===== src/rtl/alu_sequencer.sv =====
// Multi-cycle controller around the 4-bit decode-and-execute ALU: owns a 4x4 register
// file, accepts one instruction per valid/ready handshake and writes the result back.
module alu_sequencer (
  input  logic       clk,
  input  logic       rst,
  input  logic       instr_valid,
  output logic       instr_ready,
  input  logic [2:0] op_code,
  input  logic [1:0] rs_addr,
  input  logic [1:0] rt_addr,
  input  logic [1:0] rd_addr,
  input  logic       ld_valid,
  output logic       ld_ready,
  input  logic [1:0] ld_addr,
  input  logic [3:0] ld_data,
  output logic       done,
  output logic [3:0] result,
  output logic [1:0] result_addr,
  output logic [7:0] instr_cnt,
  input  logic [1:0] dbg_addr,
  output logic [3:0] dbg_data
);

  // Handshake: a transfer happens on a rising edge where valid && ready are both high;
  // the source holds valid and payload stable until that edge. Loads win over instructions.
  typedef enum logic [1:0] {
    IDLE = 2'd0,
    EXEC = 2'd1,
    WB   = 2'd2
  } state_t;

  state_t     state;
  state_t     state_next;
  logic [3:0] regs [4];
  logic [2:0] op_q;
  logic [3:0] a_q;
  logic [3:0] b_q;
  logic [3:0] alu_q;
  logic [1:0] rd_q;
  logic [3:0] alu_rd;
  logic       do_load;
  logic       do_accept;

  // Combinational ALU; all results wrap modulo 16. The 4-bit multiply is exactly the
  // low nibble of the full 8-bit product.
  always_comb begin
    alu_rd = '0;
    case (op_q)
      3'b000:  alu_rd = a_q + b_q;
      3'b001:  alu_rd = a_q + ~b_q + 4'd1;
      3'b010:  alu_rd = a_q + 4'd1;
      3'b011:  alu_rd = ~(a_q | b_q);
      3'b100:  alu_rd = ~(a_q & b_q);
      3'b101:  alu_rd = a_q >> 2;
      3'b110:  alu_rd = a_q << 1;
      3'b111:  alu_rd = a_q * b_q;
      default: alu_rd = '0;
    endcase
  end

  always_comb begin
    state_next  = state;
    instr_ready = 1'b0;
    ld_ready    = 1'b0;
    do_load     = 1'b0;
    do_accept   = 1'b0;
    case (state)
      IDLE: begin
        ld_ready    = 1'b1;
        instr_ready = !ld_valid;
        do_load     = ld_valid;
        if (instr_valid && !ld_valid) begin
          do_accept  = 1'b1;
          state_next = EXEC;
        end
      end
      EXEC:    state_next = WB;
      WB:      state_next = IDLE;
      default: state_next = IDLE;
    endcase
  end

  always_ff @(posedge clk or posedge rst) begin
    if (rst) state <= IDLE;
    else     state <= state_next;
  end

  // Operands are captured at accept, so rd aliasing rs/rt sees pre-write values.
  always_ff @(posedge clk or posedge rst) begin
    if (rst) begin
      op_q  <= '0;
      a_q   <= '0;
      b_q   <= '0;
      rd_q  <= '0;
      alu_q <= '0;
    end else begin
      if (do_accept) begin
        op_q <= op_code;
        a_q  <= regs[rs_addr];
        b_q  <= regs[rt_addr];
        rd_q <= rd_addr;
      end
      if (state == EXEC) alu_q <= alu_rd;
    end
  end

  always_ff @(posedge clk or posedge rst) begin
    if (rst) begin
      for (int i = 0; i < 4; i++) regs[i] <= '0;
      result      <= '0;
      result_addr <= '0;
      done        <= 1'b0;
      instr_cnt   <= '0;
    end else begin
      done <= (state == WB);
      if (do_load) regs[ld_addr] <= ld_data;
      if (state == WB) begin
        regs[rd_q]  <= alu_q;
        result      <= alu_q;
        result_addr <= rd_q;
        instr_cnt   <= instr_cnt + 8'd1;
      end
    end
  end

  assign dbg_data = regs[dbg_addr];

endmodule


===== config.mk =====
export PLATFORM = sky130hd
export DESIGN_NAME = alu_sequencer
export DESIGN_NICKNAME = d
export VERILOG_FILES = /design/src/rtl/alu_sequencer.sv
export SDC_FILE = /design/constraint.sdc
export NUM_CORES = 1
export LEC_CHECK = 0
export BUFFER_PORTS_ARGS = -buffer_cell sky130_fd_sc_hd__buf_4
export CAP_MARGIN = 20
export CELL_PAD_IN_SITES_DETAIL_PLACEMENT = 0
export CELL_PAD_IN_SITES_GLOBAL_PLACEMENT = 1
export CORE_UTILIZATION = 49
export DETAILED_ROUTE_END_ITERATION = 16
export GPL_TIMING_DRIVEN = 1
export HOLD_SLACK_MARGIN = 0.03
export PLACE_DENSITY = 0.83
export SKIP_LAST_GASP = 1
export SLEW_MARGIN = 5
export SYNTH_ARGS = -nofsm -noshare
export SYNTH_HDL_FRONTEND = slang
export SYNTH_SLANG_ARGS = --single-unit
export TNS_END_PERCENT = 20

===== constraint.sdc =====
create_clock -name clk -period 3.55 [get_ports clk]
set_clock_uncertainty 0.15 [all_clocks]
set_input_delay 0.1775 -clock clk [delete_from_list [all_inputs] [get_ports clk]]
set_output_delay 0.1775 -clock clk [all_outputs]
set_load 0.01 [all_outputs]

==> reports/qor.txt <==
status - finished clean
TritonCTS Buffers - 5
LEAKAGE - 1.743 nW
Hold WS - 36.04 ps
synthesis-stage register bit count - 50
commonest non-fill, non-tap cell in the layout - nand2_1
initial antenna violation count - 0
worst reg2reg path startpoint - op_q[0]$_DFFE_PP0P_
Final WS setup - 994.2 ps
DR pass1 iterations - 5
CP Capture Type - flop
crit path launch type - flop
crit path capture - alu_q[2]$_DFFE_PP0N_
CTS tree - done
# Max-Cap Violations - 0
Synth Area in Adders - 8.855%
Synth Instances - 307
slowest stage delay, CP - 610 ps
drt total wl - 6941 um
Fmax - 391.3 MHz
CTS sink count - 50
Hold Buf Count CTS - 9
gr ovfl total - 0
post-cts sizing count - 0
Worst VDD drop - 0.0003832 V
port buffer count - 41
Final HPWL DP - 5077 um
multiplexer share of the synthesized area - 16.23%
Placement Setup Slack - 1062 ps
Skew-Pair Late Insertion Delay - 310 ps
Via density - 5.397
sequential fraction of the synthesis area - 39.89%
reg2reg setup slack - 990 ps
WP data required - 3600 ps
Setup Total Neg Slack - 0 ps
CTS Buffer Depth - 2
Final period util - 72.00%
Final ANT Viol Nets - 0
syn_nets - 349
row cnt - 28
unrepaired setup endpoints after global routing - no
vias in the first global route - 2277
Yosys cell types - 50
xor/xnor share of the synthesized area - 4.467%
R2R cell count - 10
DRT iter0 DRCs - 73
worst endpoint data arrival time - 2610 ps
setup bufs post-CTS - 0
Pwr Density - 664.4 nW/um2
Setup violations, final - 0
Die W - 82.01 um
routed via count - 2326
worst path cell trace - nor2_1 > nand2_1 > nand2_1 > ha_1 > inv_1 > fa_1 > xor2_1 > nor2_1 > a211oi_1 > o31ai_1
Worst Max-Slew Pin Slew - 763.8 ps
WL/cell - 16.10 um
post-synthesis compound-gate area fraction - 8.935%
Remaining DRCs - 0
async set-reset flop share out of synthesis - 100.0%
Clk pin slew, worst setup/hold paths - 100 ps
Max Slew Vio Count - 0
crit path time final - 2556 ps
Hold WC Path Type - in -> reg
fraction of layout cells with a size suffix above 1 - 21.63%
H-tree depth - 2
final non-filler cell total - 431
Reg2Reg Capture Point - alu_q[2]$_DFFE_PP0N_
GPL Wtd Cong - 0.8475
Mapped Area - 3137 um2
Layout area overhead - 16.91%
commonest cells after routing, fill and taps aside - 59 x nand2_1, 50 x dfrtp_1, 42 x buf_4
initial core utilization - 51.75%
Inst Count DP - 413
die area - 6726 um2
worst-path maximum fanout - 22
number of synthesized flops with an enable pin - 0
num ports - 42
ant diodes - 0
Slew HR - 49.08%
Worst path slowest cell - dfrtp_1
Critical Path Start - op_q[0]$_DFFE_PP0P_
Final Hold Vio Count - 0
Die Y - 82.01 um
WS Path Type - reg -> reg
pin count of the biggest net entering global routing - 51
core area - 6061 um2
Primary FF master, synth - dfrtp_1
Post-Syn Area per Cell - 10.22 um2
Filler Cell Count - 527
first-pass GRT wire length - 11210 um
Ys Warns - 0
Synth Area in Simple Gates - 16.79%
largest family of logic cells by synthesized area - simple AND/OR/NAND/NOR gates
Root Buffer - clkbuf_8
final net count - 397
Overall Global Routing Usage - 22.88%
-- registers in the layout (all words and copies together), names as in the netlist --
signal       count
result_addr      2
op_q             3
b_q              4
instr_cnt        8
a_q              4
state            2
alu_q            4
done             1
rd_q             2
regs            16
result           4
-- cells in the mapped netlist (2+ instances only) --
library cell / count / area, um2
a211oi_1: 3 / 22.52
a21oi_1: 10 / 50.05
a31oi_1: 2 / 12.51
and3_1: 2 / 12.51
buf_2: 5 / 25.02
buf_6: 2 / 22.52
dfrtp_1: 50 / 1251
fa_1: 2 / 40.04
ha_1: 19 / 237.7
inv_1: 17 / 63.81
mux2_1: 3 / 33.78
mux2i_1: 19 / 190.2
mux4_2: 12 / 270.3
nand2_1: 59 / 221.5
nand2b_1: 3 / 18.77
nand3_1: 5 / 25.02
nand4_2: 2 / 25.02
nor2_1: 17 / 63.81
nor2_2: 2 / 12.51
nor2_4: 2 / 22.52
nor2b_1: 3 / 18.77
nor3_1: 2 / 10.01
o21ai_0: 16 / 80.08
o21ai_1: 9 / 45.04
o31ai_1: 2 / 15.01
xnor2_1: 10 / 87.58
xor2_1: 6 / 52.55
-- metrics by stage --
step / utilization [%] / power, W / cell area [um2]
detailed placement: 57.20 / 0.002088 / 3467
finish: 60.51 / 0.002437 / 3667
floorplan: - / 0.001698 / 3137
CTS: 60.18 / 0.002440 / 3647
global placement: 57.20 / 0.002062 / 3467
global route: 60.51 / 0.002626 / 3667
-- critical path, delay by kind of cell (launching register included) --
kind | cells | cell delay [ps]
DFF | 1 | 610
and+or+nand+nor | 4 | 570
adders and majority gates | 2 | 530
AOI/OAI and AO/OA | 2 | 370
xor gates and xnor gates | 1 | 160
buffers and inverters | 1 | 50
-- worst min path at each step --
stage	startpoint	endpoint	depth (start not counted)	slack, ps
after detailed placement	op_code[1]	op_q[1]$_DFFE_PP0P_	3	250
after global placement	op_code[1]	op_q[1]$_DFFE_PP0P_	3	240
after CTS	ld_data[0]	regs[12]$_DFF_PP0_	3	30
after floorplan	op_code[1]	op_q[1]$_DFFE_PP0P_	2	150
final	ld_data[0]	regs[12]$_DFF_PP0_	3	40
after global routing	ld_data[0]	regs[12]$_DFF_PP0_	3	30
-- layout make-up --
class / count / area, um2 / area share, %
Timing Repair Buffer: 52 / 425.4 / 11.60
Clock buffer: 5 / 68.82 / 1.876
Clock inverter: 3 / 21.27 / 0.5800
Sequential cell: 50 / 1251 / 34.12
Tap cell: 75 / 93.84 / 2.559
Multi-Input combinational cell: 228 / 1734 / 47.29
Inverter: 18 / 72.57 / 1.979
-- cells by family (layout without fill, tap and decap cells) --
| group | count (synthesis) | after routing |
|---|---|---|
| DFF | 50 | 50 |
| adders and majority gates | 21 | 21 |
| AOI/OAI and AO/OA | 49 | 49 |
| buffers and inverters | 29 | 78 |
| and+or+nand+nor | 107 | 107 |
| xor gates and xnor gates | 16 | 16 |
| muxes | 35 | 35 |
-- layer usage --
metal	track usage, %	vias up	part of all wire (%)
li1	-	1154	-
met1	31.29	1120	48
met2	36.28	40	48
met3	4.111	12	2.5
met4	8.246	0	2.0
met5	0	-	0
-- power breakdown --
part	internal [W]	total [W]	switching [W]
clock network	0.000139	0.000341	0.000202
registers	0.000770	0.00106	0.000287
logic	0.000540	0.00104	0.000498
Note: power is estimated with default switching activity, not from simulation.
